$ cat src/rtl/pong_scene_gen.sv
// pong_scene_gen: raster timing, paddle/ball game state and per-pixel region
// flags for the downstream colour mixer. Sync and flags are registered
// together so they leave the block with the same one-cycle latency.
module pong_scene_gen #(
  parameter int H_VIS     = 640,
  parameter int H_FP      = 16,
  parameter int H_SYNC    = 96,
  parameter int H_BP      = 48,
  parameter int V_VIS     = 480,
  parameter int V_FP      = 10,
  parameter int V_SYNC    = 2,
  parameter int V_BP      = 33,
  parameter int WALL      = 8,
  parameter int PAD_W     = 8,
  parameter int PAD_H     = 64,
  parameter int PAD1_X    = 16,
  parameter int PAD2_X    = 616,
  parameter int BALL_SZ   = 8,
  parameter int PAD_STEP  = 4,
  parameter int BALL_STEP = 2
) (
  input  logic clk,
  input  logic rst,
  input  logic up1,
  input  logic dn1,
  input  logic up2,
  input  logic dn2,
  output logic hsync,
  output logic vsync,
  output logic BRIW,
  output logic BRWall,
  output logic BRPad1,
  output logic BRPad2,
  output logic BRBall,
  output logic miss1,
  output logic miss2
);

  localparam logic [9:0] H_LAST   = 10'(H_VIS + H_FP + H_SYNC + H_BP - 1);
  localparam logic [9:0] V_LAST   = 10'(V_VIS + V_FP + V_SYNC + V_BP - 1);
  localparam logic [9:0] HS_FIRST = 10'(H_VIS + H_FP);
  localparam logic [9:0] HS_LAST  = 10'(H_VIS + H_FP + H_SYNC - 1);
  localparam logic [9:0] VS_FIRST = 10'(V_VIS + V_FP);
  localparam logic [9:0] VS_LAST  = 10'(V_VIS + V_FP + V_SYNC - 1);
  localparam logic [9:0] HV       = 10'(H_VIS);
  localparam logic [9:0] VV       = 10'(V_VIS);
  localparam logic [9:0] WALL_TOP = 10'(WALL);
  localparam logic [9:0] WALL_BOT = 10'(V_VIS - WALL);
  localparam logic [9:0] PAD_MAX  = 10'(V_VIS - WALL - PAD_H);
  localparam logic [9:0] P1X      = 10'(PAD1_X);
  localparam logic [9:0] P2X      = 10'(PAD2_X);
  localparam logic [9:0] PW       = 10'(PAD_W);
  localparam logic [9:0] PH       = 10'(PAD_H);
  localparam logic [9:0] BS       = 10'(BALL_SZ);
  localparam logic [9:0] PST      = 10'(PAD_STEP);
  localparam logic [9:0] BST      = 10'(BALL_STEP);
  localparam logic [9:0] FACE1    = 10'(PAD1_X + PAD_W);
  localparam logic [9:0] FACE2    = 10'(PAD2_X - BALL_SZ);
  localparam logic [9:0] BX_MAX   = 10'(H_VIS - BALL_SZ);
  localparam logic [9:0] BY_MAX   = 10'(V_VIS - WALL - BALL_SZ);
  localparam logic [9:0] BY_TURN  = 10'(WALL + BALL_STEP);
  localparam logic [9:0] BX_HOME  = 10'((H_VIS - BALL_SZ) / 2);
  localparam logic [9:0] BY_HOME  = 10'((V_VIS - BALL_SZ) / 2);
  localparam logic [9:0] PY_HOME  = 10'((V_VIS - PAD_H) / 2);

  logic [9:0] hcnt_q, hcnt_d, vcnt_q, vcnt_d;
  logic [9:0] p1y_q, p1y_d, p2y_q, p2y_d;
  logic [9:0] bx_q, bx_d, by_q, by_d;
  logic       dx_q, dx_d;   // 1 = moving right
  logic       dy_q, dy_d;   // 1 = moving down
  logic       hsync_q, hsync_d, vsync_q, vsync_d;
  logic       briw_q, briw_d, brwall_q, brwall_d;
  logic       brpad1_q, brpad1_d, brpad2_q, brpad2_d, brball_q, brball_d;
  logic       miss1_q, miss1_d, miss2_q, miss2_d;
  logic       tick, vis, ov1, ov2;

  // Clamped paddle move; both buttons or neither means hold.
  function automatic logic [9:0] pad_next(input logic [9:0] p, input logic up, input logic dn);
    logic [9:0] r;
    r = p;
    if (up && !dn) r = (p < WALL_TOP + PST) ? WALL_TOP : p - PST;
    if (dn && !up) r = (p + PST > PAD_MAX) ? PAD_MAX : p + PST;
    return r;
  endfunction

  // Raster counters and the end-of-frame tick.
  always_comb begin
    hcnt_d = hcnt_q + 10'd1;
    vcnt_d = vcnt_q;
    if (hcnt_q == H_LAST) begin
      hcnt_d = '0;
      vcnt_d = (vcnt_q == V_LAST) ? 10'd0 : vcnt_q + 10'd1;
    end
    tick = (hcnt_q == H_LAST) && (vcnt_q == V_LAST);
  end

  // Sync and region flags decoded from the current counters and positions.
  always_comb begin
    vis      = (hcnt_q < HV) && (vcnt_q < VV);
    hsync_d  = !((hcnt_q >= HS_FIRST) && (hcnt_q <= HS_LAST));
    vsync_d  = !((vcnt_q >= VS_FIRST) && (vcnt_q <= VS_LAST));
    briw_d   = vis;
    brwall_d = vis && ((vcnt_q < WALL_TOP) || (vcnt_q >= WALL_BOT));
    brpad1_d = vis && (hcnt_q >= P1X) && (hcnt_q < P1X + PW)
                   && (vcnt_q >= p1y_q) && (vcnt_q < p1y_q + PH);
    brpad2_d = vis && (hcnt_q >= P2X) && (hcnt_q < P2X + PW)
                   && (vcnt_q >= p2y_q) && (vcnt_q < p2y_q + PH);
    brball_d = vis && (hcnt_q >= bx_q) && (hcnt_q < bx_q + BS)
                   && (vcnt_q >= by_q) && (vcnt_q < by_q + BS);
  end

  // Game state: only changes on the frame tick; collisions use pre-tick paddles.
  always_comb begin
    p1y_d   = p1y_q;
    p2y_d   = p2y_q;
    bx_d    = bx_q;
    by_d    = by_q;
    dx_d    = dx_q;
    dy_d    = dy_q;
    miss1_d = 1'b0;
    miss2_d = 1'b0;
    ov1     = (by_q + BS > p1y_q) && (by_q < p1y_q + PH);
    ov2     = (by_q + BS > p2y_q) && (by_q < p2y_q + PH);
    if (tick) begin
      p1y_d = pad_next(p1y_q, up1, dn1);
      p2y_d = pad_next(p2y_q, up2, dn2);
      if (dy_q) begin
        if (by_q + BST > BY_MAX) begin
          by_d = BY_MAX;
          dy_d = 1'b0;
        end else begin
          by_d = by_q + BST;
        end
      end else begin
        if (by_q < BY_TURN) begin
          by_d = WALL_TOP;
          dy_d = 1'b1;
        end else begin
          by_d = by_q - BST;
        end
      end
      if (!dx_q) begin
        if ((bx_q >= FACE1) && (bx_q - BST < FACE1) && ov1) begin
          bx_d = FACE1;
          dx_d = 1'b1;
        end else if (bx_q < BST) begin
          miss1_d = 1'b1;
          bx_d    = BX_HOME;
          by_d    = BY_HOME;
          dx_d    = 1'b1;
          dy_d    = dy_q;
        end else begin
          bx_d = bx_q - BST;
        end
      end else begin
        if ((bx_q <= FACE2) && (bx_q + BST > FACE2) && ov2) begin
          bx_d = FACE2;
          dx_d = 1'b0;
        end else if (bx_q + BST > BX_MAX) begin
          miss2_d = 1'b1;
          bx_d    = BX_HOME;
          by_d    = BY_HOME;
          dx_d    = 1'b0;
          dy_d    = dy_q;
        end else begin
          bx_d = bx_q + BST;
        end
      end
    end
  end

  // All state, with asynchronous return to the centred start position.
  always_ff @(posedge clk or posedge rst) begin
    if (rst) begin
      hcnt_q   <= '0;
      vcnt_q   <= '0;
      p1y_q    <= PY_HOME;
      p2y_q    <= PY_HOME;
      bx_q     <= BX_HOME;
      by_q     <= BY_HOME;
      dx_q     <= 1'b1;
      dy_q     <= 1'b1;
      hsync_q  <= 1'b1;
      vsync_q  <= 1'b1;
      briw_q   <= 1'b0;
      brwall_q <= 1'b0;
      brpad1_q <= 1'b0;
      brpad2_q <= 1'b0;
      brball_q <= 1'b0;
      miss1_q  <= 1'b0;
      miss2_q  <= 1'b0;
    end else begin
      hcnt_q   <= hcnt_d;
      vcnt_q   <= vcnt_d;
      p1y_q    <= p1y_d;
      p2y_q    <= p2y_d;
      bx_q     <= bx_d;
      by_q     <= by_d;
      dx_q     <= dx_d;
      dy_q     <= dy_d;
      hsync_q  <= hsync_d;
      vsync_q  <= vsync_d;
      briw_q   <= briw_d;
      brwall_q <= brwall_d;
      brpad1_q <= brpad1_d;
      brpad2_q <= brpad2_d;
      brball_q <= brball_d;
      miss1_q  <= miss1_d;
      miss2_q  <= miss2_d;
    end
  end

  assign hsync  = hsync_q;
  assign vsync  = vsync_q;
  assign BRIW   = briw_q;
  assign BRWall = brwall_q;
  assign BRPad1 = brpad1_q;
  assign BRPad2 = brpad2_q;
  assign BRBall = brball_q;
  assign miss1  = miss1_q;
  assign miss2  = miss2_q;

endmodule
$ cat config.mk
export PLATFORM = sky130hd
export DESIGN_NAME = pong_scene_gen
export DESIGN_NICKNAME = d
export VERILOG_FILES = /design/src/rtl/pong_scene_gen.sv
export SDC_FILE = /design/constraint.sdc
export NUM_CORES = 1
export LEC_CHECK = 0
export ABC_AREA = 1
export CORE_ASPECT_RATIO = 0.75
export CORE_UTILIZATION = 50
export CTS_CLUSTER_SIZE = 30
export DETAILED_ROUTE_END_ITERATION = 8
export PLACE_DENSITY = 0.66
export SETUP_SLACK_MARGIN = 0.02
export SYNTH_ARGS = -nofsm -noshare
export SYNTH_HDL_FRONTEND = slang
export SYNTH_SLANG_ARGS = --single-unit
$ cat constraint.sdc
create_clock -name clk -period 4.22 [get_ports clk]
set_input_delay 0.633 -clock clk [delete_from_list [all_inputs] [get_ports clk]]
set_output_delay 0.633 -clock clk [all_outputs]
set_load 0.005 [all_outputs]
==> metrics.txt <==
setup violation total in the final timing report=0; largest stage delay on the critical path=about 0.52 ns; Hold/Removal Path Class=reg2reg; source-to-sink clock delay at the later pin of the worst-skew pair=0.35 ns; clock sink count=66; Die Outline Area=14700 sq um; row count=37; routability congestion estimate=0.944; most frequent cells after synthesis=251 x nand2_1, 133 x inv_1, 113 x ha_1; post-synthesis instance area=around 7000 sq um; global-route wire length before repair=32.0 mm; count of filler cells inserted in the layout=about 1400; slew at the pin closest to its max-slew limit=roughly 0.9 ns; number of maximum-capacitance violations=0; floorplan core area=roughly 14000 sq um; Final Skew=roughly 0.0061 ns; post-synthesis sequential area ratio=0.235; initial antenna violation count=0; via count of the first global-routing pass=6029; largest vdd supply drop=0.000171 V; maximum number of pins on one net before global-route repair=between 60 and 70; Critical Path, Cell by Cell=inv_1 -> nor3_1 -> nand2_1 -> xor2_1 -> inv_1 -> ha_1 -> nand2_1 -> inv_1 -> nand3_1 -> nor2_1 -> nor2_1 -> nand2_1 -> nand2_1 -> nor2_1 -> nand3_1 -> nand2_1 -> nand2_1 -> nand2_1 -> nand2_1 -> nand2_1; Combinational Power Share=0.146; synth unique cells=53; hold buffer count at CTS=0; Sequential Area=~1700 sq um; number of H-tree branching levels=3; I/O pin cnt=15; cell at the root of the clock tree=clkbuf_16; area fraction of the dominant cell type after synthesis=0.198; Crit Path Category=reg2reg; final-stage net count=~1100; FFs w/ async S/R, synth=1.00; part of the power in registers=0.382; switching portion of total power=0.286; setup slack, reg-to-reg=~1.1 ns; total grt overflow=0; RSZ-0062 raised after global routing=no; number of standard cells after synthesis=between 1000 and 1500; total wire length after detailed routing=around 19 mm; switching pwr=0.000510 W; critical path required time=approximately 4.5 ns; startpoint of the worst register-to-register path=by_q[8]$_DFFE_PP0P_; Mapped Nets=1137; outcome=complete, no violations; kind of start point of the critical path=flip-flop; max_slew headroom=0.414; post-CTS setup buffer count=0; synthesis-to-finish area growth=8.60%; effective utilization at floorplan=0.517; internal power=0.00127 W; part of the power in the clock network=0.472; number of enable flip-flop cells after synthesis=0; cell types with the largest area share after synthesis=ha_1 20%, dfrtp_1 16%, nand2_1 13%; clock transition at the register clock pins on the worst setup and hold paths after CTS=0.06 ns; routed vias/inst=between 5 and 6; Vias=about 6600; Period minus WS final=approximately 3.1 ns; most used cell along the critical path=nand2_1; leakage=between 4 and 5 nW; Detail Placement HPWL=roughly 15 mm; leading register cell type out of synthesis=dfrtp_1; Worst setup startpoint=by_q[8]$_DFFE_PP0P_; die extent in x=140 um; clock tree from TritonCTS=done; Arrival @ worst endpoint=roughly 3.4 ns; cell count of the worst reg-to-reg path=20; Diodes inserted=0; Pins Over Slew Limit=0; total negative slack for setup checks=0 ns; share of layout cells above drive strength 1=0.0668; CP endpoint=bx_q[4]$_DFFE_PP1P_; buffers added on ports=14; clock buffer count from CTS=9; part of the cycle the worst path needs=0.740; critical path's slowest cell=dfrtp_1; violation count after the first detailed-routing iteration=between 500 and 600; total power=0.00179 W; register bit count reported by yosys=66; quantity of gates resized following cts=0; footprint of the multi-input gates=approximately 4800 sq um; Core Util, Final=0.561; total power density per cell area=around 230 nW/um^2; Reg2Reg Capture Point=bx_q[4]$_DFFE_PP1P_; library cell with the highest instance count after synthesis=nand2_1; antenna-violating nets left=0; length of the first detailed-routing pass in iterations=5; cell taking the most area after synthesis=ha_1; DIE HEIGHT=approximately 110 um; worst-case hold slack=just under 0.5 ns; endpoint kind of the worst setup timing path=flip-flop; Residual DRC=0; total of warnings raised by yosys=0; number of hold violations in the final report=0; GRT Total Usage=0.278; buffers from clock root to sink, at most=2; Wirelength per Cell=between 15 and 20 um; Syn Area/Cell=~7 sq um; maximum fanout along the worst path=6; maximum frequency from static timing analysis=between 0.3 and 0.4 GHz
==> worst min path at each step <==
stage	startpoint	to	cells past startpoint
3_5_place_dp	hcnt_q[0]$_DFF_PP0_	hcnt_q[0]$_DFF_PP0_	1
6_report	hcnt_q[0]$_DFF_PP0_	hcnt_q[0]$_DFF_PP0_	1
3_3_place_gp	hcnt_q[0]$_DFF_PP0_	hcnt_q[0]$_DFF_PP0_	1
5_1_grt	hcnt_q[0]$_DFF_PP0_	hcnt_q[0]$_DFF_PP0_	1
2_1_floorplan	hcnt_q[0]$_DFF_PP0_	hcnt_q[0]$_DFF_PP0_	1
4_1_cts	hcnt_q[0]$_DFF_PP0_	hcnt_q[0]$_DFF_PP0_	1
==> metrics by stage <==
stage / setup WS, ns / instance area (sq um) / cells
detailed placement: 1.17 / 7410 / 1192
CTS: 1.15 / 7740 / 1208
finish: 1.10 / 7740 / 1208
global placement: 1.21 / 7410 / 1192
floorplan: 1.57 / 7130 / 1018
global route: 0.809 / 7740 / 1208
==> routing by layer <==
layer,routed length (um),track usage
met1,10300,0.431
met2,7610,0.383
met3,1230,0.0618
met4,245,0.0636
met5,0,0
==> power by group through the flow <==
stage	Sequential (W)	Clock, W	Combinational (W)
2_1_floorplan	0.000681	0	0.000188
3_3_place_gp	0.000691	0	0.000253
3_5_place_dp	0.000691	0	0.000257
4_1_cts	0.000681	0.000862	0.000258
5_1_grt	0.000684	0.000885	0.000300
6_report	0.000682	0.000843	0.000261
==> flip-flops by register name (all words and copies together), names as in the netlist, 8 cells and up <==
register and flops:
p2y_q 8, hcnt_q 10, by_q 10, bx_q 9, p1y_q 8, vcnt_q 10
==> cell families (layout without fill, tap and decap cells) <==
| kind of cell | after synthesis | after routing | synth area share |
|---|---|---|---|
| AND/OR/NAND/NOR | 471 | 471 | 0.290 |
| adder cells (fa/ha/maj) | 113 | 113 | 0.198 |
| buffers and inverters | 158 | 173 | 0.0862 |
| AO/OA/AOI/OAI | 156 | 156 | 0.124 |
| flip-flops | 66 | 66 | 0.235 |
| XOR/XNOR | 54 | 54 | 0.0664 |
==> cells in the final DEF, fill, tap and decap left out, drive strengths merged, types with 3 or more instances in the layout <==
cell type      netlist  layout
a211oi               5       5
a21boi               4       4
a21oi               61      61
a22oi                6       6
a31oi                5       5
clkbuf               6      10
clkdlybuf4s50        0      14
dfrtp               46      46
dfstp               20      20
ha                 113     113
inv                141     142
nand2              257     257
nand3               61      61
nand4               14      14
nor2               104     104
nor3                16      16
nor4                11      11
o2111ai              4       4
o211ai               3       3
o21ai               57      57
o22ai                3       3
or2                  4       4
xnor2                9       9
xor2                45      45
==> critical path: cells and delay by family, from the launching register on <==
| family | cells | cell delay, ns |
|---|---|---|
| flip-flops | 1 | 0.52 |
| buffers and inverters | 3 | 0.42 |
| XOR/XNOR | 1 | 0.29 |
| adder cells (fa/ha/maj) | 1 | 0.31 |
| AND/OR/NAND/NOR | 15 | 1.53 |
==> final cells by class <==
cell class	count	share of cell area
clock buffers	10	0.0309
clock inverters	6	0.0115
inverters	142	0.0689
multi-input cells	794	0.625
flip-flops and latches	66	0.217
well taps	175	0.0283
repair buffers	15	0.0191
(Power assumes the default switching activity.)
